File: config.mk
export PLATFORM = sky130hd
export DESIGN_NAME = pc_gen
export DESIGN_NICKNAME = d
export VERILOG_FILES = /design/src/rtl/pc_gen_pkg.sv /design/src/rtl/pc_gen_sel.sv /design/src/rtl/pc_gen.sv
export SDC_FILE = /design/constraint.sdc
export NUM_CORES = 1
export LEC_CHECK = 0
export CORE_MARGIN = 4
export CORE_UTILIZATION = 24
export CTS_BUF_LIST = sky130_fd_sc_hd__clkbuf_2 sky130_fd_sc_hd__clkbuf_4 sky130_fd_sc_hd__clkbuf_8
export DETAILED_ROUTE_END_ITERATION = 10
export PLACE_DENSITY = 0.56
export SLEW_MARGIN = 5
export SYNTH_ARGS = -nofsm -noshare
export SYNTH_HDL_FRONTEND = slang
export SYNTH_SLANG_ARGS = --single-unit
File: constraint.sdc
create_clock -name clk -period 6.2 [get_ports clk]
set_input_delay 1.24 -clock clk [delete_from_list [all_inputs] [get_ports clk]]
set_output_delay 1.24 -clock clk [all_outputs]
set_load 0.01 [all_outputs]
File: src/rtl/pc_gen_pkg.sv
`default_nettype none
// +------------------------------------------------------------------+
// | Module      : pc_gen_pkg                                         |
// | Description : Shared definitions for the fetch PC generator:     |
// |               reset PC default, FSM state encodings and the      |
// |               active level of the request/redirect enables.      |
// | Ports       : none (package)                                     |
// | Revision    : 1.0 - initial release                              |
// +------------------------------------------------------------------+
package pc_gen_pkg;

  // Default PC after reset
  localparam logic [31:0] c_RST_PC_DEFAULT = 32'h8000_0000;

  // Active level of fetch_en_i and of all redirect enables
  localparam logic c_EN_ACTIVE = 1'b1;

  // Fetch FSM state encodings
  typedef enum logic [1:0] {
    ST_IDLE = 2'd0,
    ST_ADDR = 2'd1,
    ST_DATA = 2'd2
  } pc_state_e;

endpackage : pc_gen_pkg
`default_nettype wire

File: src/rtl/pc_gen_sel.sv
`default_nettype none
// +------------------------------------------------------------------+
// | Module      : pc_sel                                             |
// | Description : Combinational redirect selector. Picks one target  |
// |               from trap, mret and branch with fixed priority     |
// |               trap > mret > branch.                              |
// | Ports       : trap_en_i/trap_pc_i     trap redirect               |
// |               mret_en_i/mepc_i        return-from-trap redirect   |
// |               branch_en_i/dnpc_i      branch/jump redirect        |
// |               sel_vld_o/sel_pc_o      selected redirect + target  |
// | Revision    : 1.0 - initial release                              |
// +------------------------------------------------------------------+
module pc_sel
  import pc_gen_pkg::*;
#(
  parameter int ADDR_W = 32
) (
  input  logic              trap_en_i,
  input  logic [ADDR_W-1:0] trap_pc_i,
  input  logic              mret_en_i,
  input  logic [ADDR_W-1:0] mepc_i,
  input  logic              branch_en_i,
  input  logic [ADDR_W-1:0] dnpc_i,
  output logic              sel_vld_o,
  output logic [ADDR_W-1:0] sel_pc_o
);

  always_comb begin
    sel_vld_o = 1'b0;
    sel_pc_o  = '0;
    if (trap_en_i == c_EN_ACTIVE) begin
      sel_vld_o = 1'b1;
      sel_pc_o  = trap_pc_i;
    end else if (mret_en_i == c_EN_ACTIVE) begin
      sel_vld_o = 1'b1;
      sel_pc_o  = mepc_i;
    end else if (branch_en_i == c_EN_ACTIVE) begin
      sel_vld_o = 1'b1;
      sel_pc_o  = dnpc_i;
    end
  end

endmodule : pc_sel
`default_nettype wire

File: src/rtl/pc_gen.sv
`default_nettype none
// +------------------------------------------------------------------+
// | Module      : pc_gen                                             |
// | Description : Instruction fetch PC generator. Issues one fetch   |
// |               at a time on an address/data handshake, steps the  |
// |               PC sequentially and applies trap/mret/branch       |
// |               redirects. Redirects seen while a fetch is in      |
// |               flight are held pending and make the returning     |
// |               instruction stale (dropped).                       |
// | Ports       : clk, rst (async, active-low)                       |
// |               fetch_en_i                 permit next fetch        |
// |               trap/mret/branch en + pc   redirect requests        |
// |               arvalid_o/arready_i/araddr_o  fetch address chan.  |
// |               rvalid_i/rready_o          fetch data channel       |
// |               inst_valid_o/inst_drop_o   returned inst. verdict   |
// |               pc_o                       current fetch address    |
// |               fetch_cnt_o                delivered inst. count    |
// | Revision    : 1.0 - initial release                              |
// +------------------------------------------------------------------+
module pc_gen
  import pc_gen_pkg::*;
#(
  parameter int                ADDR_W = 32,
  parameter logic [ADDR_W-1:0] RST_PC = ADDR_W'(c_RST_PC_DEFAULT),
  parameter int                STEP   = 4,
  parameter int                CNT_W  = 32
) (
  input  logic              clk,
  input  logic              rst,
  input  logic              fetch_en_i,
  input  logic              trap_en_i,
  input  logic [ADDR_W-1:0] trap_pc_i,
  input  logic              mret_en_i,
  input  logic [ADDR_W-1:0] mepc_i,
  input  logic              branch_en_i,
  input  logic [ADDR_W-1:0] dnpc_i,
  output logic              arvalid_o,
  input  logic              arready_i,
  output logic [ADDR_W-1:0] araddr_o,
  input  logic              rvalid_i,
  output logic              rready_o,
  output logic              inst_valid_o,
  output logic              inst_drop_o,
  output logic [ADDR_W-1:0] pc_o,
  output logic [CNT_W-1:0]  fetch_cnt_o
);

  pc_state_e         r_state;
  pc_state_e         w_state_nxt;
  logic [ADDR_W-1:0] r_pc;
  logic [ADDR_W-1:0] w_pc_nxt;
  logic              r_pend_vld;
  logic              w_pend_vld_nxt;
  logic [ADDR_W-1:0] r_pend_pc;
  logic [ADDR_W-1:0] w_pend_pc_nxt;
  logic [CNT_W-1:0]  r_cnt;
  logic [CNT_W-1:0]  w_cnt_nxt;

  logic              w_sel_vld;
  logic [ADDR_W-1:0] w_sel_pc;
  logic              w_arvalid;
  logic              w_rready;
  logic              w_inst_valid;
  logic              w_inst_drop;

  pc_sel #(
    .ADDR_W (ADDR_W)
  ) u_pc_sel (
    .trap_en_i   (trap_en_i),
    .trap_pc_i   (trap_pc_i),
    .mret_en_i   (mret_en_i),
    .mepc_i      (mepc_i),
    .branch_en_i (branch_en_i),
    .dnpc_i      (dnpc_i),
    .sel_vld_o   (w_sel_vld),
    .sel_pc_o    (w_sel_pc)
  );

  // State, PC, pending redirect and counter registers
  always_ff @(posedge clk or negedge rst) begin
    if (!rst) begin
      r_state    <= ST_IDLE;
      r_pc       <= RST_PC;
      r_pend_vld <= 1'b0;
      r_pend_pc  <= '0;
      r_cnt      <= '0;
    end else begin
      r_state    <= w_state_nxt;
      r_pc       <= w_pc_nxt;
      r_pend_vld <= w_pend_vld_nxt;
      r_pend_pc  <= w_pend_pc_nxt;
      r_cnt      <= w_cnt_nxt;
    end
  end

  // Next-state and output decode. Handshake outputs are decoded from the
  // state register, so an asynchronous reset clears them immediately.
  always_comb begin
    w_state_nxt    = r_state;
    w_pc_nxt       = r_pc;
    w_pend_vld_nxt = r_pend_vld;
    w_pend_pc_nxt  = r_pend_pc;
    w_cnt_nxt      = r_cnt;
    w_arvalid      = 1'b0;
    w_rready       = 1'b0;
    w_inst_valid   = 1'b0;
    w_inst_drop    = 1'b0;

    case (r_state)
      ST_IDLE: begin
        // Nothing in flight: a redirect simply retargets the next fetch
        if (w_sel_vld) begin
          w_pc_nxt = w_sel_pc;
        end
        if (fetch_en_i == c_EN_ACTIVE) begin
          w_state_nxt = ST_ADDR;
        end
      end

      ST_ADDR: begin
        w_arvalid = 1'b1;
        // araddr_o must stay stable, so park the redirect; a newer one wins
        if (w_sel_vld) begin
          w_pend_vld_nxt = 1'b1;
          w_pend_pc_nxt  = w_sel_pc;
        end
        if (arready_i) begin
          w_state_nxt = ST_DATA;
        end
      end

      ST_DATA: begin
        w_rready = 1'b1;
        if (rvalid_i) begin
          if (w_sel_vld || r_pend_vld) begin
            w_inst_drop = 1'b1;
          end else begin
            w_inst_valid = 1'b1;
            w_cnt_nxt    = r_cnt + CNT_W'(1);
          end
          // Same-cycle redirect is newer than the pending one
          if (w_sel_vld) begin
            w_pc_nxt = w_sel_pc;
          end else if (r_pend_vld) begin
            w_pc_nxt = r_pend_pc;
          end else begin
            w_pc_nxt = r_pc + ADDR_W'(STEP);
          end
          w_pend_vld_nxt = 1'b0;
          w_state_nxt    = (fetch_en_i == c_EN_ACTIVE) ? ST_ADDR : ST_IDLE;
        end else if (w_sel_vld) begin
          w_pend_vld_nxt = 1'b1;
          w_pend_pc_nxt  = w_sel_pc;
        end
      end

      default: begin
        w_state_nxt = ST_IDLE;
      end
    endcase
  end

  assign arvalid_o    = w_arvalid;
  assign rready_o     = w_rready;
  assign inst_valid_o = w_inst_valid;
  assign inst_drop_o  = w_inst_drop;
  assign araddr_o     = r_pc;
  assign pc_o         = r_pc;
  assign fetch_cnt_o  = r_cnt;

endmodule : pc_gen
`default_nettype wire

**Yosys cells after proc, flatten, opt, wreduce, memory -nomap -nowiden**

Cells that the tools add are included.
W data, S select, Z words.

- Bits in registers: 99
- Input port bits: 104

- Add/subtract/negate cells: 2
- Equality and inequality tests: 7
- Muxes and demuxes: 30
- Bitwise gates (word level): 1
- Reductions and logical operators: 8

Operator list:

| cell | number |
|---|---|
| $mux W32 | 9 |
| $pmux W32 S2 | 2 |
| $add A32 B1 Y32 const B | 1 |
| $add A32 B3 Y32 const B | 1 |
| $mux W1 | 14 |
| $ne A2 B2 Y1 const B | 5 |
| $reduce_and A3 Y1 | 3 |
| $mux W2 | 3 |
| $pmux W2 S3 | 1 |
| $reduce_bool A2 Y1 | 2 |
| $eq A2 B1 Y1 const B | 1 |
| $eq A2 B2 Y1 const B | 1 |
| $logic_not A2 Y1 | 1 |
| $pmux W1 S2 | 1 |
| $reduce_and A2 Y1 | 1 |
| $logic_or A1 B1 Y1 | 1 |
| $not A1 Y1 | 1 |

**Logic depth before layout (Yosys ltp)**

Gate-level depths: netlist of run 1.

- Depth in word-level cells: 7
- Depth in mapped cells: 9
- Gate-level depth less buffers: 7

**Cells and area by module**

From an unflattened synthesis of run 1, not the netlist that was laid out.

- Cells, all modules: 671
- Area total of the unflattened synthesis: 6,229.7 sq um

Modules (own cells, without submodules):

| module | instances | cells each | area an instance (sq um) | seq. area each (sq um) |
|---|---|---|---|---|
| pc_gen | 1 | 524 | 5,318.9 | 2,478.6 |
| pc_sel | 1 | 147 | 910.9 | 0.0 |

**Least setup slack after synthesis of run 1**

No wires, ideal clock.

- Kind: input-to-output
- Start: input port mret_en_i
- End: output port inst_valid_o
- Arrival time: 2.283 ns
- Path slack: 2.677 ns
- Cell stages on the path: 5
- Path buffers: 1
- Cell sequence: buf_6 or4b_4 nor2_1 nand2_1 inv_1

- Word-level cells in the longest chain between the ends: 6

Ends and longest elaborated chain:

| item | RTL line | text |
|---|---|---|
| from (decl) | pc_gen.sv:33 | `input logic mret_en_i,` |
| $mux W1 | pc_gen_sel.sv:34 | `end else if (mret_en_i == c_EN_ACTIVE) begin` |
| $mux W1 | pc_gen_sel.sv:31 | `if (trap_en_i == c_EN_ACTIVE) begin` |
| $logic_or A1 B1 Y1 | pc_gen.sv:135 | `if (w_sel_vld \|\| r_pend_vld) begin` |
| $mux W1 | pc_gen.sv:135 |  |
| $mux W1 | pc_gen.sv:134 | `if (rvalid_i) begin` |
| $mux W1 | pc_gen.sv:109 | `case (r_state)` |
| to (decl) | pc_gen.sv:42 | `output logic inst_valid_o,` |

No other way between the ends.

**Worst setup path in the final report of run 1**

- Start: input port branch_en_i
- End: output port inst_valid_o

- Word-level cells in the longest chain between the ends: 7

Ends and longest elaborated chain:

| item | RTL line | text |
|---|---|---|
| from (decl) | pc_gen.sv:35 | `input logic branch_en_i,` |
| $mux W1 | pc_gen_sel.sv:37 | `end else if (branch_en_i == c_EN_ACTIVE) begin` |
| $mux W1 | pc_gen_sel.sv:34 |  |
| $mux W1 | pc_gen_sel.sv:31 |  |
| $logic_or A1 B1 Y1 | pc_gen.sv:135 |  |
| $mux W1 | pc_gen.sv:135 |  |
| $mux W1 | pc_gen.sv:134 |  |
| $mux W1 | pc_gen.sv:109 |  |

No other way between the ends.

==> results.md, run 1 <==
* Top post-synthesis cells by area: dfrtp_1 (41%), nand2_1 (6.1%), o21ai_0 (5.9%)
* Met3 Track Usage GR at 0.0262
* Post-Place Setup Slack at 1.41 ns
* Mean Syn Cell Area at 8.67 um2
* Layout cells sized above 1 at 0.0659
* Routed WL per cell at 18.0 um
* Data required time at the worst endpoint at 4.96 ns
* Worst-margin pin slew at 0.910 ns
* Drt first pass iters at 5
* Post-synth cell types at 69
* # setup viols final at 0
* Top FF cell, synth: dfrtp_1
* CTS Hold Bufs at 0
* Clock Skew at 0.0209 ns
* Clock tree root buffer cell: clkbuf_8
* Flops & latches, synth at 99
* Clock sink count at 99
* Layout Area Growth over Synthesis at 39.6%
* Crit end category: output pin
* Die Height at 166 um
* Final Wtd Congestion at 0.804
* Met2 usage at 0.248
* Final TNS setup at 0 ns
* Initial core utilization at 0.246
* Largest net degree at the start of global routing at 70
* Dominant cell type by area after synthesis: dfrtp_1
* Startpoint types: input pin
* Initial antenna violation count at 0
* Clock Latency Late Sink at 0.40 ns
* Max-cap violations at 0
* # resized after CTS at 0
* Ratio of final minimum period to clock period at 0.773
* Non-Filler Instances at 1174
* Die ar. at 27600 um2
* GRT Overall Usage at 0.149
* Commonest cells in the netlist: dfrtp_1 (98), nand2_1 (98), o21ai_0 (71)
* Lkg Pwr at 3.33 nW
* Worst EP arrival at 3.55 ns
* Period minus WS final at 4.79 ns
* Fin. Hold Viols at 0
* Syn_nets at 803
* FFs w/ async S/R, synth at 1.00
* CTS tree: yes
* Ports at 204
* DP Cell Count at 1158
* Post-route cell area at 8390 um2
* CTS Buf Count at 9
* Register area share after synthesis at 0.412
* Yosys warning total at 0
* Gr busiest metal: met2
* Row count at 57
* Port buffer count at 203
* Vias in the first global route at 5419
* Worst min path class: register to register
* Clock input transition at the sequential cells of the worst setup and hold paths at 0.10 ns
* Maximum vdd drop at 0.160 mV
* Antenna cells at 0
* Number of synthesized flops with an enable pin at 0
* Routed Antenna Nets at 0
* CTS max path bufs at 2
* Fin worst setup slack at 1.41 ns
* Grt total ovfl at 0
* Area after DPL at 8130 um2
* Outcome: completed
* Synth Instances at 693
* Crit Path Max Fanout at 13
* Core box area at 24500 um2
* PwrDens at 391 nW/um2
* Critical path class: input pin to output pin
* H-tree lvl count at 3
* Vias at 5681
* Max-slew violations at 0
* Relative slew slack at 0.393
* Post-CTS setup buffer count at 0
* Post-synth design cell area at 6010 um2
* RSZ-0062 raised after global routing: no
* Detailed placement HPWL at 15.6 mm
* DR iter-0 viols at 350
* Via density at 4.84
* Fin nets at 955
* Die X at 166 um
* Grt met1 use at 0.200
* First-pass GRT wire length at 32.7 mm
* Top-area cell type share of the netlist area at 0.408
* Max Freq at 0.209 GHz
* Drc violations at 0
* DRT Wirelength at 21.1 mm
per-stage QoR:
step	hold WS [ns]	util	total power [mW]
after detailed placement	0.462	0.333	2.76
after global routing	0.510	0.343	3.52
after floorplan	0.441	-	2.07
final	0.482	0.343	3.28
after global placement	0.456	0.333	2.74
after CTS	0.490	0.343	3.31
worst max-delay path, stage by stage:
cell             delay (ns)
clkdlybuf4s50_1        0.40
buf_4                  0.19
or4b_4                 0.66
nor2_1                 0.27
nand2_1                0.16
inv_1                  0.10
clkdlybuf4s50_1        0.53
flip-flops by register name, indices dropped and copies added (netlist names):
signal       cells
araddr_o        32
fetch_cnt_o     32
r_pend_pc       32
r_pend_vld       1
r_state          2
layout by cell type, fill, tap and decap left out, types with 3 or more instances in the layout:
master / count
and4_1: 5
nand4_1: 13
a221o_1: 10
xnor2_1: 22
or4_1: 3
a21oi_1: 33
bufinv_16: 3
nor4_1: 3
xor2_1: 25
o21ai_0: 70
dfrtp_1: 98
o22ai_1: 8
nand3_1: 27
nor3_1: 15
nor2_1: 49
mux2i_1: 3
clkbuf_8: 10
ha_1: 6
mux2_2: 9
buf_4: 12
a22oi_1: 17
clkdlybuf4s50_1: 200
o211ai_1: 6
a211oi_1: 3
inv_1: 15
and3_1: 6
nand2_1: 98
a31oi_1: 13
nand2b_1: 9
o31a_1: 4
final cells by class:
type	instances	area, um2
Fill cell	2531	16100
Clock buffer	10	138
Clock inverter	6	119
Tap cell	324	405
Timing Repair Buffer	214	2100
Inverter	16	60.1
Multi-Input combinational cell	505	3090
Sequential cell	99	2480
logic make-up after synthesis:
family | count (synthesis) | share of synthesized area
adder cells (fa/ha/maj) | 6 | 0.0125
multiplexers | 12 | 0.0219
AND/OR/NAND/NOR | 250 | 0.206
flip-flops | 99 | 0.412
buffers and inverters | 89 | 0.0781
XOR/XNOR | 47 | 0.0685
AO/OA/AOI/OAI | 190 | 0.201
final timing paths:
kind	from	endpoint	slack, ns	depth (start not counted)
worst min-delay path	fetch_cnt_o[31]$_DFFE_PN0P_	fetch_cnt_o[31]$_DFFE_PN0P_	0.48	1
worst max register to register	r_state[0]$_DFFE_PN0P_	araddr_o[22]$_DFFE_PN0P_	3.50	8
worst min register to register	fetch_cnt_o[31]$_DFFE_PN0P_	fetch_cnt_o[31]$_DFFE_PN0P_	0.48	1
min in group asynchronous	rst	fetch_cnt_o[10]$_DFFE_PN0P_	0.77	1
worst max-delay path	branch_en_i	inst_valid_o	1.41	7
max in group asynchronous	rst	r_pend_pc[25]$_DFFE_PN0P_	4.15	2
metal layers:
metal | up-vias | wire length (um)
li1 | 2753 | -
met1 | 2774 | 9540
met2 | 137 | 10300
met3 | 17 | 958
met4 | 0 | 260
met5 | - | 0
report_power, final:
part	leakage (nW)	switching (mW)	internal, mW	total, mW
logic	1.94	0.828	0.779	1.61
clock network	0.129	0.254	0.285	0.539
registers	1.26	0.268	0.869	1.14
No activity file was read; power rests on OpenSTA's default activity.
==> run 2: changes to the inputs <==
--- a/config.mk
+++ b/config.mk
@@ -9,7 +9,7 @@
 export CORE_UTILIZATION = 24
 export CTS_BUF_LIST = sky130_fd_sc_hd__clkbuf_2 sky130_fd_sc_hd__clkbuf_4 sky130_fd_sc_hd__clkbuf_8
 export DETAILED_ROUTE_END_ITERATION = 10
-export PLACE_DENSITY = 0.56
+export PLACE_DENSITY = 0.57
 export SLEW_MARGIN = 5
 export SYNTH_ARGS = -nofsm -noshare
 export SYNTH_HDL_FRONTEND = slang
==> constraint.sdc (replaced) <==
create_clock -name clk -period 4.3 [get_ports clk]
set_input_delay 0.86 -clock clk [delete_from_list [all_inputs] [get_ports clk]]
set_output_delay 0.86 -clock clk [all_outputs]
set_load 0.01 [all_outputs]
==> results.md, run 2 (synthesis results as in run 1) <==
* Post-Place Setup Slack at 0.530 ns (was 1.41 ns)
* Most common cell after layout, fill and taps aside: clkdlybuf4s50_1 (unchanged)
* Crit end category: output pin (unchanged)
* PwrDens at 559 nW/um2 (was 391 nW/um2)
* Most used cell, CP: clkdlybuf4s50_1 (unchanged)
* Fin. Hold Viols at 0 (unchanged)
* # setup viols final at 0 (unchanged)
* Maximum vdd drop at 0.224 mV (was 0.160 mV)
* Clock sink count at 99 (unchanged)
* Die Height at 166 um (unchanged)
* Vias in the first global route at 5446 (was 5419)
* Critical path class: input pin to output pin (unchanged)
* CP Cell Sequence: clkdlybuf4s50_1 > or4b_4 > nor2_1 > nand2_1 > inv_1 > clkdlybuf4s50_1 (was clkdlybuf4s50_1 > buf_4 > or4b_4 > nor2_1 > nand2_1 > inv_1 > clkdlybuf4s50_1)
* Port buffer count at 203 (unchanged)
* DP Cell Count at 1166 (was 1158)
* Largest delay share family, worst path: buffers and inverters (unchanged)
* Via density at 4.84 (about the same)
* Initial antenna violation count at 0 (unchanged)
* Clk pwr share at 0.146 (was 0.164)
* Grt total ovfl at 0 (unchanged)
* Max Freq at 0.266 GHz
* Detailed placement HPWL at 15.7 mm (was 15.6 mm)
* Worst min path class: register to register (unchanged)
* First-pass GRT wire length at 32.5 mm (was 32.7 mm)
* GRT Overall Usage at 0.147 (was 0.149)
* Relative slew slack at 0.399 (was 0.393)
* CTS Buf Count at 9 (unchanged)
* Final Wtd Congestion at 0.799 (was 0.804)
* H-tree lvl count at 3 (unchanged)
* Die ar. at 27600 um2 (unchanged)
* Bufs and invs on worst path at 3 (was 4)
* CTS Hold Bufs at 0 (unchanged)
* Largest net degree at the start of global routing at 66 (was 70)
* Gate power share at 0.505 (was 0.490)
* Row count at 57 (unchanged)
* Clock tree root buffer cell: clkbuf_8 (unchanged)
* RSZ-0062 raised after global routing: no (unchanged)
* Outcome: completed (unchanged)
* Routed WL per cell at 17.7 um (was 18.0 um)
* Flop pwr share at 0.349 (was 0.346)
* Vias at 5715 (was 5681)
* Most frequent cells in the layout: clkdlybuf4s50_1 (200), nand2_1 (98), dfrtp_1 (98) (unchanged)
* Worst-margin pin slew at 0.898 ns (was 0.910 ns)
* Initial core utilization at 0.246 (unchanged)
* Antenna cells at 0 (unchanged)
* Cell Int Power at 2.77 mW (was 1.93 mW)
* Final TNS setup at 0 ns (unchanged)
* Period minus WS final at 3.75 ns
* Ratio of final minimum period to clock period at 0.873
* Post-CTS setup buffer count at 0 (unchanged)
* Fin nets at 963 (was 955)
* DRT Wirelength at 20.9 mm (was 21.1 mm)
* Die X at 166 um (unchanged)
* Max-slew violations at 0 (unchanged)
* # resized after CTS at 0 (unchanged)
* Drt first pass iters at 5 (unchanged)
* Layout Area Growth over Synthesis at 40.0% (was 39.6%)
* Area after DPL at 8190 um2 (was 8130 um2)
* DR iter-0 viols at 344 (was 350)
* Clock Latency Late Sink at 0.38 ns (was 0.40 ns)
* Fillers at 2512 (was 2531)
* Post-route cell area at 8410 um2 (was 8390 um2)
* Worst EP arrival at 2.89 ns (was 3.55 ns)
* CTS tree: yes (unchanged)
* Clock input transition at the sequential cells of the worst setup and hold paths at 0.10 ns (about the same)
* Sw Share at 0.411 (about the same)
* Fin worst setup slack at 0.545 ns (was 1.41 ns)
* Routed Antenna Nets at 0 (unchanged)
* Clock Skew at 0.0110 ns (was 0.0209 ns)
* Crit-path max cell delay at 0.55 ns (was 0.66 ns)
* Layout cells sized above 1 at 0.0735 (was 0.0659)
* Data required time at the worst endpoint at 3.44 ns (was 4.96 ns)
* CTS max path bufs at 2 (unchanged)
* Switching pwr at 1.93 mW (was 1.35 mW)
* Total design power at 4.71 mW (was 3.28 mW)
* Startpoint types: input pin (unchanged)
* Lkg Pwr at 3.34 nW (was 3.33 nW)
* Max-cap violations at 0 (unchanged)
* Non-Filler Instances at 1181 (was 1174)
* Slowest-stage cell, CP: or4b_4 (unchanged)
* Drc violations at 0 (unchanged)
* Crit Path Max Fanout at 4 (was 13)
* Ports at 204 (unchanged)
* Core box area at 24500 um2 (unchanged)
-- run 2: cell type report --
type	instances	area, um2	share of cell area
Sequential cell	99	2480	0.295
Timing Repair Buffer	222	2160	0.257
Multi-Input combinational cell	505	3090	0.367
Clock inverter	4	75.1	0.00892
Tap cell	324	405	0.0482
Clock buffer	11	145	0.0172
Inverter	16	60.1	0.00714
-- run 2: worst paths after layout --
check	start	to	slack [ns]	cells past startpoint
max	branch_en_i	inst_valid_o	0.55	6
min in group asynchronous	rst	fetch_cnt_o[10]$_DFFE_PN0P_	0.50	1
max reg2reg	r_state[0]$_DFFE_PN0P_	fetch_cnt_o[10]$_DFFE_PN0P_	1.61	8
min reg2reg	fetch_cnt_o[31]$_DFFE_PN0P_	fetch_cnt_o[31]$_DFFE_PN0P_	0.47	1
max in group asynchronous	rst	r_pend_pc[25]$_DFFE_PN0P_	2.93	2
min	fetch_cnt_o[31]$_DFFE_PN0P_	fetch_cnt_o[31]$_DFFE_PN0P_	0.47	1
-- run 2: stage by stage --
step | hold slack [ns] | utilization
detailed placement | 0.462 | 0.335
global route | 0.511 | 0.344
CTS | 0.475 | 0.344
global placement | 0.458 | 0.335
finish | 0.472 | 0.344
floorplan | 0.441 | -
-- run 2: routing by layer --
layer | vias to the layer above | part of all wire | track usage
li1 | 2774 | - | -
met1 | 2764 | 0.46 | 0.203
met2 | 157 | 0.48 | 0.236
met3 | 20 | 0.046 | 0.0281
met4 | 0 | 0.018 | 0.0413
met5 | - | 0 | 0
-- run 2: power groups by stage --
stage,Sequential (mW),Combinational [mW],Clock [mW]
after global placement,1.65,2.35,0
after floorplan,1.60,1.38,0
after global routing,1.70,2.61,0.743
after CTS,1.64,2.40,0.709
after detailed placement,1.66,2.40,0
final,1.64,2.38,0.687
-- run 2: worst register-to-register path, delay by kind of cell, from the launching register on --
family                     cells  cell delay [ns]
and+or+nand+nor                4             1.39
buffers and inverters          2             0.30
xor gates and xnor gates       1             0.14
adders and majority gates      1             0.32
DFF                            1             0.42
==> run 3: changes to the inputs <==
--- a/config.mk
+++ b/config.mk
@@ -13,4 +13,5 @@
 export SLEW_MARGIN = 5
 export SYNTH_ARGS = -nofsm -noshare
 export SYNTH_HDL_FRONTEND = slang
+export SYNTH_HIERARCHICAL = 1
 export SYNTH_SLANG_ARGS = --single-unit
==> results.md, run 3 <==
* Dominant cell type by area after synthesis: dfrtp_1 (unchanged)
* FFs w/ async S/R, synth at 1.00 (unchanged)
* Layout cells sized above 1 at 0.0942 (was 0.0735)
* Flop pwr share at 0.372 (was 0.349)
* Port buffer count at 203 (unchanged)
* Worst EP arrival at 2.92 ns (was 2.89 ns)
* Top-area cell type share of the netlist area at 0.394 (was 0.408)
* Clk pwr share at 0.145 (was 0.146)
* Largest net degree at the start of global routing at 72 (was 66)
* Fillers at 2667 (was 2512)
* First-pass GRT wire length at 29.6 mm (was 32.5 mm)
* Sw Share at 0.389 (was 0.411)
* Max-slew violations at 0 (unchanged)
* Worst hold path startpoint: fetch_cnt_o[31]$_DFFE_PN0P_ (unchanged)
* Yosys warning total at 6 (was 0)
* Startpoint types: input pin (unchanged)
* Core box area at 25300 um2 (was 24500 um2)
* Drc violations at 0 (unchanged)
* Post-synth cell types at 62 (was 69)
* Crit-path max cell delay at 0.61 ns (was 0.55 ns)
* Clock input transition at the sequential cells of the worst setup and hold paths at 0.10 ns (about the same)
* CTS tree: yes (unchanged)
* Row count at 58 (was 57)
* Layout Area Growth over Synthesis at 36.4% (was 40.0%)
* Ratio of final minimum period to clock period at 0.880 (was 0.873)
* RSZ-0062 raised after global routing: no (unchanged)
* Final TNS setup at 0 ns (unchanged)
* Relative slew slack at 0.115 (was 0.399)
* Slowest-stage cell, CP: clkdlybuf4s50_1 (was or4b_4)
* Fin worst setup slack at 0.518 ns (was 0.545 ns)
* GRT Overall Usage at 0.130 (was 0.147)
* Period minus WS final at 3.78 ns (was 3.75 ns)
* Flops & latches, synth at 99 (unchanged)
* Routed WL per cell at 16.5 um (was 17.7 um)
* Outcome: completed (unchanged)
* CTS max path bufs at 2 (unchanged)
* Fin nets at 933 (was 963)
* # resized after CTS at 0 (unchanged)
* Grt total ovfl at 0 (unchanged)
* Most frequent cell after synthesis: dfrtp_1
* Clock Skew at 0.0111 ns (was 0.0110 ns)
* Gate power share at 0.483 (was 0.505)
* Max Freq at 0.264 GHz (was 0.266 GHz)
* Crit Path Max Fanout at 7 (was 4)
* Syn_nets at 781 (was 803)
* # setup viols final at 0 (unchanged)
* Max-cap violations at 0 (unchanged)
* Cell Int Power at 2.76 mW (was 2.77 mW)
* Initial core utilization at 0.246 (about the same)
* Initial antenna violation count at 0 (unchanged)
* CP Cell Sequence: clkdlybuf4s50_1 > or3_1 > and4bb_1 > clkdlybuf4s50_1 (was clkdlybuf4s50_1 > or4b_4 > nor2_1 > nand2_1 > inv_1 > clkdlybuf4s50_1)
* Vias at 5475 (was 5715)
* Post-Place Setup Slack at 0.494 ns (was 0.530 ns)
* Critical path class: input pin to output pin (unchanged)
* Post-CTS setup buffer count at 0 (unchanged)
* Vias in the first global route at 5129 (was 5446)
* Worst min path class: register to register (unchanged)
* Antenna cells at 0 (unchanged)
* Worst-margin pin slew at 1.32 ns (was 0.898 ns)
* Switching pwr at 1.75 mW (was 1.93 mW)
* Routed Antenna Nets at 0 (unchanged)
* Hold worst-path end: fetch_cnt_o[31]$_DFFE_PN0P_ (unchanged)
* Most common cell after layout, fill and taps aside: clkdlybuf4s50_1 (unchanged)
* Die Height at 169 um (was 166 um)
* Commonest cells in the netlist: dfrtp_1 (98), a21oi_1 (89), nand2_1 (45) (was dfrtp_1 (98), nand2_1 (98), o21ai_0 (71))
* Top FF cell, synth: dfrtp_1 (unchanged)
* DRT Wirelength at 19.1 mm (was 20.9 mm)
* Register area share after synthesis at 0.398 (was 0.412)
* Detailed placement HPWL at 14.4 mm (was 15.7 mm)
* Hold depth at 1 (unchanged)
* Die X at 169 um (was 166 um)
* CTS Hold Bufs at 0 (unchanged)
* Via density at 4.73 (was 4.84)
* Most frequent cells in the layout: clkdlybuf4s50_1 (200), dfrtp_1 (98), a21oi_1 (89) (was clkdlybuf4s50_1 (200), nand2_1 (98), dfrtp_1 (98))
* Flop-to-flop setup slack at 1.34 ns (was 1.61 ns)
* Clock sink count at 99 (unchanged)
* Mean Syn Cell Area at 9.28 um2 (was 8.67 um2)
* Reg2reg end: araddr_o[30]$_DFFE_PN0P_ (was fetch_cnt_o[10]$_DFFE_PN0P_)
* Total design power at 4.51 mW (was 4.71 mW)
* Most used cell, CP: clkdlybuf4s50_1 (unchanged)
* Ports at 204 (unchanged)
* H-tree lvl count at 3 (unchanged)
* Maximum vdd drop at 0.196 mV (was 0.224 mV)
* Top post-synthesis cells by area: dfrtp_1 (39%), a21oi_1 (7.2%), mux2_2 (6.0%) (was dfrtp_1 (41%), nand2_1 (6.1%), o21ai_0 (5.9%))
* Drt first pass iters at 4 (was 5)
* DR iter-0 viols at 330 (was 344)
* Number of synthesized flops with an enable pin at 0 (unchanged)
* Clock Latency Late Sink at 0.38 ns (about the same)
* Clock tree root buffer cell: clkbuf_8 (unchanged)
* Post-synth design cell area at 6230 um2 (was 6010 um2)
* Die ar. at 28600 um2 (was 27600 um2)
* Fin. Hold Viols at 0 (unchanged)
* Data required time at the worst endpoint at 3.44 ns (about the same)
* Lkg Pwr at 3.25 nW (was 3.34 nW)
* Final Wtd Congestion at 0.790 (was 0.799)
* Critical R2R Launch: araddr_o[2]$_DFFE_PN0P_ (was r_state[0]$_DFFE_PN0P_)
* Synth Instances at 671 (was 693)
* Reg2Reg Depth at 6 (was 8)
* CTS Buf Count at 9 (unchanged)
* Crit end category: output pin (unchanged)
* PwrDens at 531 nW/um2 (was 559 nW/um2)
[run 3: area by class of cell]
type                       instances  area [um2]  share of cell area
multi-input combinational        486        3230               0.381
timing repair buffer             215        2110               0.248
inverter                          12        45.0             0.00530
clock buffer                      12         159              0.0187
clock inverter                     4        57.6             0.00677
tap                              330         413              0.0486
sequential                        99        2480               0.292
[run 3: layer usage]
layer	up-vias	global-route usage	share of wire	routed length, um
met4	0	0.0242	0.0068	130
met1	2589	0.190	0.49	9360
met2	188	0.195	0.42	8050
met3	11	0.0353	0.083	1580
met5	-	0	0	0
li1	2687	-	-	-
[run 3: power groups by stage]
stage | combinational (mW) | clock (mW) | sequential [mW]
detailed placement | 2.20 | 0 | 1.71
finish | 2.18 | 0.655 | 1.68
floorplan | 1.35 | 0 | 1.62
CTS | 2.21 | 0.689 | 1.69
global placement | 2.18 | 0 | 1.70
global route | 2.37 | 0.729 | 1.74
[run 3: worst max path at each step]
stage | start | to | slack, ns | cells past startpoint
3_3_place_gp | branch_en_i | inst_valid_o | 0.51 | 4
2_1_floorplan | branch_en_i | fetch_cnt_o[31]$_DFFE_PN0P_ | 1.29 | 9
5_1_grt | branch_en_i | inst_valid_o | 0.45 | 4
6_report | branch_en_i | inst_valid_o | 0.52 | 4
3_5_place_dp | branch_en_i | inst_valid_o | 0.49 | 4
4_1_cts | branch_en_i | inst_valid_o | 0.50 | 4
[run 3: critical path, delay by kind of cell]
family	cells	cell delay [ns]
buffers and inverters	2	1.03
and+or+nand+nor	2	1.03
[run 3: cells by family (layout without fill, tap and decap cells)]
| logic type | after synthesis | count (layout) | synth area share |
|---|---|---|---|
| and+or+nand+nor | 228 | 228 | 0.212 |
| AOI/OAI and AO/OA | 168 | 168 | 0.161 |
| adders and majority gates | 6 | 6 | 0.0121 |
| muxes | 35 | 35 | 0.0629 |
| DFF | 99 | 99 | 0.398 |
| buffers and inverters | 86 | 243 | 0.0850 |
| xor gates and xnor gates | 49 | 49 | 0.0689 |
[run 3: stage by stage]
stage | utilization | area [um2] | hold WS [ns] | cells
final | 0.335 | 8500 | 0.493 | 1158
after global placement | 0.327 | 8280 | 0.461 | 1142
after CTS | 0.335 | 8500 | 0.495 | 1158
after detailed placement | 0.327 | 8280 | 0.481 | 1142
after global routing | 0.335 | 8500 | 0.508 | 1158
after floorplan | - | 6230 | 0.470 | 671
